`config.mk`:
```
export PLATFORM = sky130hd
export DESIGN_NAME = data_mem_ctrl
export DESIGN_NICKNAME = d
export VERILOG_FILES = /design/src/rtl/data_mem_ctrl.sv
export SDC_FILE = /design/constraint.sdc
export NUM_CORES = 2
export LEC_CHECK = 0
export ABC_AREA = 1
export ABC_CLOCK_PERIOD_IN_PS = 3550
export CELL_PAD_IN_SITES_DETAIL_PLACEMENT = 0
export CELL_PAD_IN_SITES_GLOBAL_PLACEMENT = 2
export CORE_ASPECT_RATIO = 1.5
export CORE_MARGIN = 1
export CORE_UTILIZATION = 35
export DETAILED_ROUTE_END_ITERATION = 10
export DONT_BUFFER_PORTS = 1
export GPL_TIMING_DRIVEN = 0
export PLACE_DENSITY = 0.7
export SYNTH_ARGS = -nofsm -noshare
export SYNTH_HDL_FRONTEND = slang
export SYNTH_SLANG_ARGS = --single-unit
```
`constraint.sdc`:
```
create_clock -name clk_i -period 3.55 [get_ports clk_i]
set_clock_uncertainty 0.2 [all_clocks]
set_input_delay 0.5325 -clock clk_i [delete_from_list [all_inputs] [get_ports clk_i]]
set_output_delay 0.5325 -clock clk_i [all_outputs]
set_load 0.05 [all_outputs]
```
`src/rtl/data_mem_ctrl.sv`:
```
// rtl/data_mem_ctrl.sv - data-memory controller with configurable access latency
module data_mem_ctrl #(
  parameter int MEM_WORDS = 64,
  parameter int LATENCY   = 2
) (
  input  logic        clk_i,
  input  logic        reset_i,
  input  logic        mem_read_i,
  input  logic        mem_write_i,
  input  logic [31:0] addr_i32,
  input  logic [31:0] write_data_i32,
  output logic [31:0] read_data_o32,
  output logic        stall_o,
  output logic        misalign_o,
  output logic        busy_o
);

  localparam int IDX_W = $clog2(MEM_WORDS);
  localparam int CNT_W = (LATENCY < 2) ? 1 : $clog2(LATENCY + 1);

  logic [31:0]      ram_q [MEM_WORDS];
  logic             req;
  logic             aligned;
  logic [IDX_W-1:0] idx;
  logic             unused_addr_bits;

  assign req              = mem_read_i | mem_write_i;
  assign aligned          = (addr_i32[1:0] == 2'b00);
  assign idx              = addr_i32[2 +: IDX_W];
  assign misalign_o       = req & ~aligned;
  assign unused_addr_bits = ^addr_i32[31:2+IDX_W];

  if (LATENCY == 0) begin : g_zero_wait
    always_ff @(posedge clk_i) begin
      if (!reset_i && mem_write_i && aligned) begin
        ram_q[idx] <= write_data_i32;
      end
    end

    assign read_data_o32 = (mem_read_i && !mem_write_i && aligned) ? ram_q[idx] : '0;
    assign stall_o       = 1'b0;
    assign busy_o        = 1'b0;
  end else begin : g_fsm
    typedef enum logic [1:0] {IDLE, BUSY, DONE} state_t;

    state_t           state_q, state_d;
    logic [CNT_W-1:0] cnt_q, cnt_d;
    logic [IDX_W-1:0] idx_q, idx_d;
    logic [31:0]      wdata_q, wdata_d;
    logic [31:0]      rdata_q, rdata_d;
    logic             wr_q, wr_d;
    logic             accept;
    logic             commit;
    logic             acc_wr;
    logic [IDX_W-1:0] acc_idx;
    logic [31:0]      acc_wdata;

    always_comb begin
      state_d = state_q;
      cnt_d   = cnt_q;
      idx_d   = idx_q;
      wdata_d = wdata_q;
      wr_d    = wr_q;
      rdata_d = rdata_q;
      accept  = (state_q == IDLE) && req && aligned;

      case (state_q)
        IDLE: begin
          if (accept) begin
            idx_d   = idx;
            wdata_d = write_data_i32;
            wr_d    = mem_write_i;
            cnt_d   = CNT_W'(LATENCY - 1);
            state_d = (LATENCY == 1) ? DONE : BUSY;
          end
        end
        BUSY: begin
          cnt_d = cnt_q - CNT_W'(1);
          if (cnt_q == CNT_W'(1)) begin
            state_d = DONE;
          end
        end
        default: state_d = IDLE;
      endcase

      // With a single-cycle latency the commit edge is also the accept edge,
      // so the access must use the live inputs rather than the latches.
      commit    = (state_d == DONE) && (state_q != DONE);
      acc_idx   = accept ? idx : idx_q;
      acc_wr    = accept ? mem_write_i : wr_q;
      acc_wdata = accept ? write_data_i32 : wdata_q;
      if (commit && !acc_wr) begin
        rdata_d = ram_q[acc_idx];
      end
    end

    always_ff @(posedge clk_i) begin
      if (reset_i) begin
        state_q <= IDLE;
        cnt_q   <= '0;
        idx_q   <= '0;
        wdata_q <= '0;
        wr_q    <= 1'b0;
        rdata_q <= '0;
      end else begin
        state_q <= state_d;
        cnt_q   <= cnt_d;
        idx_q   <= idx_d;
        wdata_q <= wdata_d;
        wr_q    <= wr_d;
        rdata_q <= rdata_d;
      end
    end

    always_ff @(posedge clk_i) begin
      if (!reset_i && commit && acc_wr) begin
        ram_q[acc_idx] <= acc_wdata;
      end
    end

    assign stall_o       = accept || (state_q == BUSY);
    assign busy_o        = (state_q != IDLE);
    assign read_data_o32 = (state_q == DONE && !wr_q) ? rdata_q : '0;
  end

endmodule
```
==> metrics.md <==
| Metric | Value |
|---|---|
| Ys Warns | `0` |
| Initial antenna violation count | `28` |
| Final period util | `1.01` |
| Commonest cells in the netlist | `nand2_1 (2,403), edfxtp_1 (2,048), inv_1 (1,902)` |
| Power density cells | `525 nW/µm²` |
| Cell chosen for the clock root | `clkbuf_16` |
| Clk_lat worst skew | `0.89 ns` |
| Fin area | `109,000 µm²` |
| DP Area | `99,400 µm²` |
| Synth Register Bits | `2,123` |
| CTS tree | `done` |
| # DRC | `0` |
| Arrival @ worst endpoint | `4.22 ns` |
| Final wirelength | `381 mm` |
| Hold WC Path Type | `in2reg` |
| HPWL Detailed | `276 mm` |
| CTS max path bufs | `4` |
| Nets | `9,251` |
| Worst R2R End | `g_fsm.rdata_q[3]` |
| Avg WL per Cell | `29.8 µm` |
| Worst vdd ir | `366 µV` |
| First-pass GRT wire length | `508 mm` |
| Netlist cell types | `32` |
| Setup WS post-layout | `-0.0186 ns` |
| EDFF count, synth | `2,048` |
| Placed insts | `12,238` |
| Gr ovfl total | `0` |
| Area contributors post-synth | `edfxtp_1 (68%), nand2_1 (10%), inv_1 (7.9%)` |
| Crit. End Element | `flip-flop` |
| Seq/Total Area, Yosys | `0.697` |
| Antenna viol nets, final | `0` |
| First-pass DRT Iterations | `8` |
| # rows | `228` |
| Most used standard cell by instance count after synthesis | `nand2_1` |
| Min cycle time layout | `3.57 ns` |
| Core Util, Final | `0.426` |
| CTS Buf Count | `212` |
| Critical path type | `reg2reg` |
| GP Congestion | `0.948` |
| Syn Nets | `8,675` |
| Final number of setup-violating endpoints | `6` |
| RSZ-0062 raised after global routing | `true` |
| Initial core utilization | `0.352` |
| Height of the chip | `624 µm` |
| Tot GR Track Use | `0.289` |
| Most used DFF post-synth | `edfxtp_1` |
| Failing checks | `setup timing` |
| Avg Cell Area, Syn | `10.5 µm²` |
| Largest net degree at the start of global routing | `39` |
| Cell area after synthesis | `90,400 µm²` |
| Via count | `64,000` |
| Post-synth ARST share | `0` |
| Vias in the first global route | `60,366` |
| Worst Reg2Reg Path Length in Cells | `13` |
| Layout cell share with drive strength beyond 1 | `0.134` |
| H-tree depth | `4` |
| Worst Setup Start Kind | `flip-flop` |
| Worst EP required | `4.21 ns` |
| Static Leakage | `46.1 nW` |
| Layout area overhead | `21.0%` |
| Max cap viols | `0` |
| Final hold violations | `0` |
| Clock Sinks | `2,123` |
| Yosys top cell area share | `0.680` |
| FF-to-FF setup slack | `-0.02 ns` |
| Status | `finished with violations` |
| Hold endpoint | `g_fsm.idx_q[5]` |
| Die span in x | `417 µm` |
| Synthesized instance count | `8,606` |
| Sequential cell area | `63,000 µm²` |
| Reg clk slew, reported paths | `0.06 ns` |
| Hold_sp | `addr_i32[0]` |
| Core ar. | `257,000 µm²` |
| Initial DRC Count | `5,926` |
| Pins Over Slew Limit | `0` |
| Max Fanout on Critical Path | `10` |
| Max Fclk | `0.280 GHz` |
| Finished Layout Cells | `12,812` |
| Worst r2r src | `g_fsm.state_q[1]` |
| Port bufs | `0` |
| Fillcell total | `24,256` |
| Vias per inst | `5.00` |
| Die area | `260,000 µm²` |
| Area leader, netlist | `edfxtp_1` |
| Instance count along the most critical hold path | `5` |
| Tightest Pin Transition | `1.15 ns` |
| Top Ports | `103` |
| Slew HR | `0.232` |
| Area of the multi-input gates | `20,100 µm²` |
layout make-up:
class / instances / share of cell area
Sequential cell: 2123 / 0.576
Multi-Input combinational cell: 4182 / 0.183
Inverter: 1908 / 0.0656
Timing Repair Buffer: 362 / 0.0534
Clock buffer: 292 / 0.0530
Tap cell: 3450 / 0.0394
Buffer: 393 / 0.0225
Clock inverter: 89 / 0.00676
Antenna cell: 13 / 0.000297
layer usage:
metal  GRT usage  wire length, µm  part of all wire
met3      0.0495            26400             0.069
met4       0.196            31200             0.082
met5           0              121           0.00032
met1       0.328           138000              0.36
met2       0.495           186000              0.49
stage by stage:
step                      setup WS (ns)  power, mW   TNS, ns  hold WS (ns)
after floorplan                  -0.345       31.5  -1242.18         0.257
after global placement            -6.71       35.1         -         0.267
after detailed placement          -2.00       35.4  -4028.78         0.285
after CTS                        -0.451       57.5    -38.89       0.00663
after global routing            -0.0914       58.8    -0.680        0.0906
final                           -0.0186       57.4   -0.0379        0.0509
cells by family (layout without fill, tap and decap cells):
| family | Yosys count | after routing | share of synthesized area |
|---|---|---|---|
| AO/OA/AOI/OAI | 595 | 595 | 0.0412 |
| adder cells (fa/ha/maj) | 1 | 1 | 0.000138 |
| buffers and inverters | 2301 | 3044 | 0.0995 |
| flip-flops | 2123 | 2123 | 0.697 |
| other | 0 | 13 | 0 |
| AND/OR/NAND/NOR | 3586 | 3586 | 0.162 |
critical path, cell delays in order (launching register included):
cell and delay, ns:
dfxtp_1 0.35, nor2_4 0.21, nand3_4 0.16, buf_6 0.18
o21ai_4 0.29, inv_2 0.12, nor3_2 0.52, clkbuf_4 0.46
o21ai_1 0.20, nand2_1 0.28, nor2_1 0.12, nand3_1 0.27
nand2_1 0.09, inv_1 0.06
how the worst max path moves through the flow:
stage / slack (ns) / cells past startpoint / to / startpoint
final: -0.02 / 13 / g_fsm.rdata_q[3] / g_fsm.state_q[1]
after global routing: -0.09 / 16 / g_fsm.rdata_q[3] / g_fsm.state_q[1]
after CTS: -0.45 / 3 / read_data_o32[5] / g_fsm.state_q[1]
after detailed placement: -2.00 / 12 / ram_q[25][13] / mem_read_i
after global placement: -6.71 / 7 / ram_q[18][9] / addr_i32[1]
after floorplan: -0.34 / 10 / ram_q[12][0] / addr_i32[1]
sequential cells by signal, summed over array words and instances (netlist names):
signal	cells
ram_q	2048
g_fsm.state_q	2
g_fsm.wr_q	1
g_fsm.cnt_q	2
g_fsm.idx_q	6
g_fsm.wdata_q	32
g_fsm.rdata_q	32
power by group:
| group | switching [mW] | internal [mW] | leakage [nW] |
|---|---|---|---|
| Sequential | 0.0120 | 27.9 | 19.1 |
| Clock | 9.87 | 12.2 | 3.17 |
| Combinational | 5.71 | 1.70 | 23.8 |
timing repair:
item	4_1_cts	5_1_grt
buffers inserted	121	16
pin swaps	67	17
setup endpoints to repair	3898	884
resized for setup	333	235
endpoints found under the hold margin	495	1
hold buffers	42	1
cells in the final DEF (no fill, tap or decap), drive strengths merged, types with 70 or more instances in the layout:
master,synthesis,layout
nand2,2408,2408
edfxtp,2048,2048
inv,1907,1908
nand3,779,779
buf,299,561
clkbuf,94,442
nor2,352,352
o211ai,263,263
o21ai,232,232
dfxtp,75,75
clkinv,1,70
(Power assumes the default switching activity.)
